File: src/rtl/tmds_decoder.sv
// TMDS channel receiver: hunts for word alignment using control-token runs and
// a bitslip request to the deserializer, then decodes 10-bit words to pixel/control data.
module tmds_decoder #(
    parameter int LOCK_TOKENS    = 16,
    parameter int SEARCH_TIMEOUT = 2048,
    parameter int SLIP_WAIT      = 16,
    parameter int REFRESH_RUN    = 4,
    parameter int LOSS_TIMEOUT   = 4096
) (
    input  logic       clk,
    input  logic       rst,
    input  logic [9:0] din,
    output logic       bitslip,
    output logic       aligned,
    output logic [7:0] dout,
    output logic       de,
    output logic       c0,
    output logic       c1
);
    localparam int TOK_MAX = (LOCK_TOKENS > REFRESH_RUN) ? LOCK_TOKENS : REFRESH_RUN;
    localparam int TW = $clog2(TOK_MAX) + 1;
    localparam int SW = $clog2(SEARCH_TIMEOUT) + 1;
    localparam int WW = $clog2(SLIP_WAIT) + 1;
    localparam int LW = $clog2(LOSS_TIMEOUT) + 1;

    localparam logic [TW-1:0] LOCK_N    = TW'(LOCK_TOKENS);
    localparam logic [TW-1:0] REFRESH_N = TW'(REFRESH_RUN);
    localparam logic [SW-1:0] SEARCH_N  = SW'(SEARCH_TIMEOUT - 1);
    localparam logic [WW-1:0] WAIT_N    = WW'(SLIP_WAIT - 1);
    localparam logic [LW-1:0] LOSS_N    = LW'(LOSS_TIMEOUT - 1);

    typedef enum logic [1:0] {SEARCH, SLIP, WAIT, LOCKED} state_t;

    state_t        state_q;
    logic [TW-1:0] tok_run_q, tok_run_d;
    logic [SW-1:0] search_cnt_q, search_cnt_d;
    logic [WW-1:0] wait_cnt_q, wait_cnt_d;
    logic [LW-1:0] loss_cnt_q, loss_cnt_d;
    logic          bitslip_q, aligned_q, de_q, c0_q, c1_q;
    logic [7:0]    dout_q;

    logic       is_tok;
    logic [1:0] tok_cc;
    logic [7:0] q, dec;
    logic       lock_hit, search_hit, wait_hit, refresh, loss_hit, dec_en;

    always_comb begin
        is_tok = 1'b1;
        tok_cc = 2'b00;
        case (din)
            10'b1101010100: tok_cc = 2'b00;
            10'b0010101011: tok_cc = 2'b01;
            10'b0101010100: tok_cc = 2'b10;
            10'b1010101011: tok_cc = 2'b11;
            default:        is_tok = 1'b0;
        endcase
    end

    // Undo the optional inversion, then the XOR/XNOR transition chain.
    always_comb begin
        q      = din[9] ? ~din[7:0] : din[7:0];
        dec    = 8'h00;
        dec[0] = q[0];
        for (int i = 1; i < 8; i++)
            dec[i] = din[8] ? (q[i] ^ q[i-1]) : ~(q[i] ^ q[i-1]);
    end

    always_comb begin
        tok_run_d    = is_tok ? ((&tok_run_q) ? tok_run_q : tok_run_q + TW'(1)) : '0;
        search_cnt_d = (&search_cnt_q) ? search_cnt_q : search_cnt_q + SW'(1);
        wait_cnt_d   = (&wait_cnt_q) ? wait_cnt_q : wait_cnt_q + WW'(1);
        loss_cnt_d   = (&loss_cnt_q) ? loss_cnt_q : loss_cnt_q + LW'(1);
        lock_hit     = tok_run_d >= LOCK_N;
        search_hit   = search_cnt_q >= SEARCH_N;
        wait_hit     = wait_cnt_q >= WAIT_N;
        refresh      = tok_run_d >= REFRESH_N;
        loss_hit     = !refresh && (loss_cnt_q >= LOSS_N);
        // Decode only words whose result lands while aligned stays high.
        dec_en       = (state_q == LOCKED) && !loss_hit;
    end

    always_ff @(posedge clk) begin
        if (rst) begin
            state_q      <= SEARCH;
            tok_run_q    <= '0;
            search_cnt_q <= '0;
            wait_cnt_q   <= '0;
            loss_cnt_q   <= '0;
            bitslip_q    <= 1'b0;
            aligned_q    <= 1'b0;
            dout_q       <= 8'h00;
            de_q         <= 1'b0;
            c0_q         <= 1'b0;
            c1_q         <= 1'b0;
        end else begin
            bitslip_q <= 1'b0;
            case (state_q)
                SEARCH: begin
                    tok_run_q    <= tok_run_d;
                    search_cnt_q <= search_cnt_d;
                    if (lock_hit) begin
                        state_q      <= LOCKED;
                        aligned_q    <= 1'b1;
                        search_cnt_q <= '0;
                        loss_cnt_q   <= '0;
                    end else if (search_hit) begin
                        state_q      <= SLIP;
                        bitslip_q    <= 1'b1;
                        tok_run_q    <= '0;
                        search_cnt_q <= '0;
                    end
                end
                SLIP: begin
                    state_q    <= WAIT;
                    wait_cnt_q <= '0;
                end
                WAIT: begin
                    if (wait_hit) begin
                        state_q      <= SEARCH;
                        tok_run_q    <= '0;
                        search_cnt_q <= '0;
                        wait_cnt_q   <= '0;
                    end else begin
                        wait_cnt_q <= wait_cnt_d;
                    end
                end
                LOCKED: begin
                    tok_run_q  <= tok_run_d;
                    loss_cnt_q <= refresh ? '0 : loss_cnt_d;
                    if (loss_hit) begin
                        state_q      <= SEARCH;
                        aligned_q    <= 1'b0;
                        tok_run_q    <= '0;
                        search_cnt_q <= '0;
                        loss_cnt_q   <= '0;
                    end
                end
                default: state_q <= SEARCH;
            endcase

            if (!dec_en) begin
                de_q   <= 1'b0;
                dout_q <= 8'h00;
                c0_q   <= 1'b0;
                c1_q   <= 1'b0;
            end else if (is_tok) begin
                de_q   <= 1'b0;
                dout_q <= 8'h00;
                c0_q   <= tok_cc[0];
                c1_q   <= tok_cc[1];
            end else begin
                de_q   <= 1'b1;
                dout_q <= dec;
            end
        end
    end

    assign bitslip = bitslip_q;
    assign aligned = aligned_q;
    assign dout    = dout_q;
    assign de      = de_q;
    assign c0      = c0_q;
    assign c1      = c1_q;
endmodule
File: config.mk
export PLATFORM = sky130hd
export DESIGN_NAME = tmds_decoder
export DESIGN_NICKNAME = d
export VERILOG_FILES = /design/src/rtl/tmds_decoder.sv
export SDC_FILE = /design/constraint.sdc
export NUM_CORES = 1
export LEC_CHECK = 0
export ABC_AREA = 0
export CORE_AREA = 2 2 58 114
export DETAILED_ROUTE_END_ITERATION = 10
export DIE_AREA = 0 0 60 116
export SLEW_MARGIN = 20
export SYNTH_ARGS = -nofsm -noshare
export SYNTH_HDL_FRONTEND = slang
export SYNTH_SLANG_ARGS = --single-unit
File: constraint.sdc
create_clock -name clk -period 4.8 [get_ports clk]
set_clock_uncertainty 0.15 [all_clocks]
set_input_delay 0.96 -clock clk [delete_from_list [all_inputs] [get_ports clk]]
set_output_delay 0.96 -clock clk [all_outputs]
set_load 0.01 [all_outputs]
==> impl_metrics.env <==
export IMPL_setup_tns_ns=0
export IMPL_seq_area_frac_synth_pct=37.74
export IMPL_cp_required_ns=4.83
export IMPL_ys_warn_count=0
export IMPL_clk_latency_ns=0.30
export IMPL_crit_path_start_kind="input pin"
export IMPL_hp_class="reg -> reg"
export IMPL_coreArea_um2=6056
export IMPL_clock_fmax_mhz=292.5
export IMPL_synth_common_cells="dfxtp_1, nand2_1, nor2_1"
export IMPL_syn_inst=321
export IMPL_max_slew_worst_pin_slew_ns=0.7835
export IMPL_rows=40
export IMPL_synth_area_leaders="dfxtp_1, ha_1, xnor2_1"
export IMPL_criticalPathCategory="in -> reg"
export IMPL_cts_made_buffers=5
export IMPL_synth_cell_types=47
export IMPL_cp_max_fo=11
export IMPL_synthToLayoutAreaGrowth_pct=17.50
export IMPL_final_antenna_net_count=0
export IMPL_ctsRootBufferMaster="clkbuf_16"
export IMPL_h_tree_depth=2
export IMPL_run_status="complete, no violations"
export IMPL_routed_via_count=2430
export IMPL_ys_ff_latch=50
export IMPL_placed_cells=419
export IMPL_synth_edf_count=0
export IMPL_post_route_drc_count=0
export IMPL_clockBufferDepth=2
export IMPL_syn_area_per_cell_um2=8.263
export IMPL_synth_top_area_share_pct=37.74
export IMPL_synth_nets=343
export IMPL_cts_sinks=50
export IMPL_final_cells=427
export IMPL_start_util_pct=43.80
export IMPL_grt_pass1_vias=2311
export IMPL_synth_most_common_cell="dfxtp_1"
export IMPL_dieArea_um2=6960
export IMPL_synth_area_leader_cell="dfxtp_1"
export IMPL_die_h_um=116
export IMPL_grt_pass1_wl_mm=10.73
export IMPL_slew_limit_headroom_pct=47.37
export IMPL_n_fill_cell=589
export IMPL_slowest_delay_ns=0.72
export IMPL_cts_tree="yes"
export IMPL_path_cells="clkdlybuf4s50_1 > nor4bb_1 > and4_1 > o21ai_2 > a2111oi_2 > and4b_1 > nor3_1"
export IMPL_antennaDiodeCount=0
export IMPL_critPathSlowestCell="a2111oi_2"
export IMPL_post_route_min_period_ns=3.418
export IMPL_power_density_nw_per_um2=279.1
export IMPL_netlist_area_um2=2653
export IMPL_globalplace_congestion=0.8162
export IMPL_cts_resized=0
export IMPL_grtUsageMet1_pct=19.53
export IMPL_p_leak_uw=0.001102
export IMPL_numPortBuffers=24
export IMPL_drive_above_1_share_pct=4.373
export IMPL_rsz0062_at_grt="false"
export IMPL_met2_usage_pct=39.57
export IMPL_dp_hpwl_mm=5.003
export IMPL_antenna_found_initial=0
export IMPL_critPathCaptureType="flop"
export IMPL_cts_setup_buffers=0
export IMPL_drv_cap=0
export IMPL_hold_violations=0
export IMPL_firstDrtPassIters=4
export IMPL_synth_ff_type="dfxtp_1"
export IMPL_finalSetupViolCount=0
export IMPL_die_w_um=60
export IMPL_vias_per_cell=5.691
export IMPL_drt_iter0_drc=128
export IMPL_drt_wirelength_per_cell_um=15.39
export IMPL_cts_hold_buf=0
export IMPL_io_pins=25
export IMPL_routed_wl_mm=6.571
export IMPL_grt_overflow_total=0
export IMPL_gr_usage_all_layers_pct=20.53
export IMPL_slew_violations=0
export IMPL_globalRouteMet3Util_pct=3.460
export IMPL_clkTransAtPathRegs_ns=0.07
export IMPL_busiest_layer="met2"
export IMPL_nets=364
export IMPL_max_vdd_ir_drop_mv=0.1870
export IMPL_post_route_period_util_pct=71.22
export IMPL_grt_max_degree=30
export IMPL_postSynth_asyncResetShare_pct=0
export IMPL_cp_arrival_ns=3.45
==> flip-flops by register name, summed over array words and instances, names as in the netlist <==
name,flops
wait_cnt_q,5
bitslip,1
loss_cnt_q,13
dout,8
de,1
state_q,2
c1,1
tok_run_q,5
search_cnt_q,12
c0,1
aligned,1
==> cell type report <==
type | count | area, um^2 | share of cell area [%]
Multi-Input combinational cell | 246 | 1540 | 49.42
Sequential cell | 50 | 1001 | 32.12
Timing Repair Buffer | 25 | 247.7 | 7.949
Clock buffer | 5 | 125.1 | 4.014
Tap cell | 84 | 105.1 | 3.372
Inverter | 14 | 52.55 | 1.686
Clock inverter | 3 | 45.04 | 1.445
==> per-layer routing <==
layer	routed length, um	up-vias
met3	238	16
li1	-	1223
met2	3697	66
met5	0	-
met4	195	0
met1	2440	1125
==> worst max-delay path, delay by kind of cell <==
kind | cells | cell delay (ns)
simple gates | 4 | 1.11
buf+inv | 1 | 0.49
compound gates | 2 | 0.90
==> per-stage QoR <==
stage	power, uW	instance area, um^2	hold WS, ns	worst slack [ns]	util (%)
after floorplan	454.5	2653	0.2813	1.911	-
after global placement	475.4	2947	0.2971	1.139	48.66
after detailed placement	475.2	2947	0.3073	1.089	48.66
after CTS	879.0	3117	0.3163	1.395	51.47
after global routing	900.1	3117	0.3622	1.162	51.47
final	869.9	3117	0.3121	1.382	51.47
==> final timing paths <==
| kind | start | endpoint | slack, ns | cells past startpoint |
|---|---|---|---|---|
| worst max-delay path | din[5] | loss_cnt_q[9] | 1.38 | 7 |
| worst min-delay path | search_cnt_q[11] | search_cnt_q[11] | 0.31 | 2 |
| worst max register to register | loss_cnt_q[0] | search_cnt_q[8] | 2.01 | 7 |
| worst min register to register | search_cnt_q[11] | search_cnt_q[11] | 0.31 | 2 |
==> layout by cell type (no fill, tap or decap), types with 12 or more instances in the layout <==
cell type        count
nand3_1             20
nor2_1              30
dfxtp_1             50
clkdlybuf4s50_1     24
nand2_1             30
a21oi_1             21
nor3_1              17
o21ai_0             16
inv_1               14
xnor2_1             14
and3_1              12
==> power breakdown <==
group          internal [uW]  switching [uW]
Combinational           21.9            25.1
Sequential               417            2.00
Clock                    246             158
Total                    684             186
==> cells by family (layout without fill, tap and decap cells) <==
kind of cell / count (synthesis) / in the layout / synth area share (%)
xor gates and xnor gates: 15 / 15 / 4.953
DFF: 50 / 50 / 37.74
buffers and inverters: 25 / 47 / 4.198
AOI/OAI and AO/OA: 77 / 77 / 19.53
adders and majority gates: 10 / 10 / 4.717
muxes: 4 / 4 / 1.509
and+or+nand+nor: 140 / 140 / 27.36
No activity file was read; power rests on OpenSTA's default activity.
==> variant, RTL diff (same settings) <==
The parameter `LOCK_TOKENS` goes from 16 to 32.
--- a/src/rtl/tmds_decoder.sv
+++ b/src/rtl/tmds_decoder.sv
@@ -3,3 +3,3 @@
 module tmds_decoder #(
-    parameter int LOCK_TOKENS    = 16,
+    parameter int LOCK_TOKENS    = 32,
     parameter int SEARCH_TIMEOUT = 2048,
Behaviour: same outputs for any inputs over 10 cycles, from zero or initial values and one cycle with rst high; that may be too few to reach the edited logic, so the function may still have changed.
==> variant against the original RTL <==
  * Wire length fell by 7.4%
  * Setup slack got worse by 0.021 ns
  * Final area rose by 3.7%
  * Total power fell by 0.26%
  * Critical path type unchanged
  * Final cell count fell by 0.47%
  * Count of clock-buffer cells in the layout rose by 1
  * Register-to-register slack improved by 0.14 ns
  * Synthesized area rose by 4.8%
  * Sequential cell count rose by 1
  * Die area did not move
==> variant: results (changes against the original RTL) <==
metric,value,unit,change
outcome,finished clean,,
hp-class,flip-flop to flip-flop,,
arrival,3.45,ns,about the same
hold_ws,0.316,ns,+0.00389 ns
synth-compound-area-share,21.0,%,+1.5 points
slowest_stage,clkdlybuf4s50_1,,
final_layout_size_suffix_gt1_share,7.62,%,+3.3 points
hpwlAfterDp,4540,µm,-9.2%
p_leak,1.09,nW,-1.4%
synth_commonest_cells,"dfxtp_1 (51), nor2_1 (30), nand2_1 (28), inv_1 (24), a21oi_1 (23)",,
regToRegSetupSlack,2.15,ns,+0.14 ns
gp_congestion,0.842,,+3.1%
grt_max_degree,20,,-33%
peakVddDrop,0.000211,V,+13%
grt_pass1_wl,10200,µm,-4.7%
grt_pass1_vias,2185,,-5.5%
cts_inserted_buffers,5,,unchanged
synth_xor_area_share,5.04,%,+0.090 points
placed_area,3070,µm²,+4.3%
drt-total-wl,6090,µm,-7.4%
largest_reg_flops,13,,unchanged
cp_top_family,simple AND/OR/NAND/NOR gates,,
ctsResizeCount,0,,unchanged
synth_adder_area_share,4.50,%,-0.21 points
synth.area.mux_share,2.57,%,+1.1 points
postCtsSetupBuffers,0,,unchanged
ys.flop_type,dfxtp_1,,
syn_nets,341,,-0.58%
crit_fanout,17,,+6
clockRootBuffer,clkbuf_16,,
track_usage,19.2,%,-1.4 points
top_register,loss_cnt_q,,
dr.pass1.iters,4,,unchanged
finalHoldViolCount,0,,unchanged
synth.distinct_cells,61,,+30%
nNetsFinal,363,,-0.27%
max_slew.worst_pin.slew,0.644,ns,-0.139 ns
synth_area_leaders,"dfxtp_1 (37%), xnor2_1 (4.7%), ha_1 (4.5%), a21oi_1 (4.1%), nor2_1 (4.1%)",,
port_buffers,24,,unchanged
antenna_cells,0,,unchanged
seq_area_frac_synth,36.7,%,-1.0 points
drtIter0Drc,105,,-18%
cpPeakStageDelay,0.61,ns,-0.11 ns
vias,2363,,-2.8%
ys_async_sr_fraction,0,%,unchanged
htreeDepth,2,,unchanged
variant: cell types whose count changed after synthesis, moves of 4 or more:
| cell | change |
|---|---|
| a31oi_1 | -4 |
| a32o_1 | -5 |
| and3_1 | -10 |
| inv_1 | +10 |
| nor3_1 | -6 |
| nor3b_1 | -4 |
| o21ai_0 | -5 |
| o32ai_1 | +5 |
| or3_1 | +6 |
variant: final cells by class:
class	count	area, µm²
clock buffer	6	129
fill	579	2820
inverter	24	90.1
tap	84	105
sequential	51	1020
multi-input combinational	234	1610
clock inverter	1	30.0
timing repair buffer	25	248
variant: power by group:
group	switching [mW]	internal (mW)	total, mW
combinational	0.0247	0.0226	0.0473
clock	0.150	0.243	0.393
sequential	0.00194	0.425	0.427
variant: routing by layer:
layer	part of all wire (%)	GRT usage, %	wire [µm]
met1	41	20.9	2510
met2	54	34.5	3260
met3	2.8	3.57	170
met4	2.4	8.44	147
met5	0	0	0
variant: path summary, 6_finish.rpt:
path	to	startpoint	cells after the start
worst max-delay path	search_cnt_q[3]	din[5]	7
worst min register to register	search_cnt_q[11]	search_cnt_q[11]	2
worst min-delay path	search_cnt_q[11]	search_cnt_q[11]	2
worst max register to register	search_cnt_q[0]	tok_run_q[0]	6
variant: through the flow:
step / instances / power (mW) / setup WS (ns)
finish: 425 / 0.868 / 1.36
global route: 425 / 0.902 / 1.25
CTS: 425 / 0.888 / 1.36
detailed placement: 418 / 0.485 / 1.06
global placement: 418 / 0.485 / 1.11
floorplan: 319 / 0.465 / 1.78
variant: worst min-delay path, stage by stage (launching register included):
cell and delay (ns):
dfxtp_1 0.31, nand2_1 0.05, a21oi_1 0.05
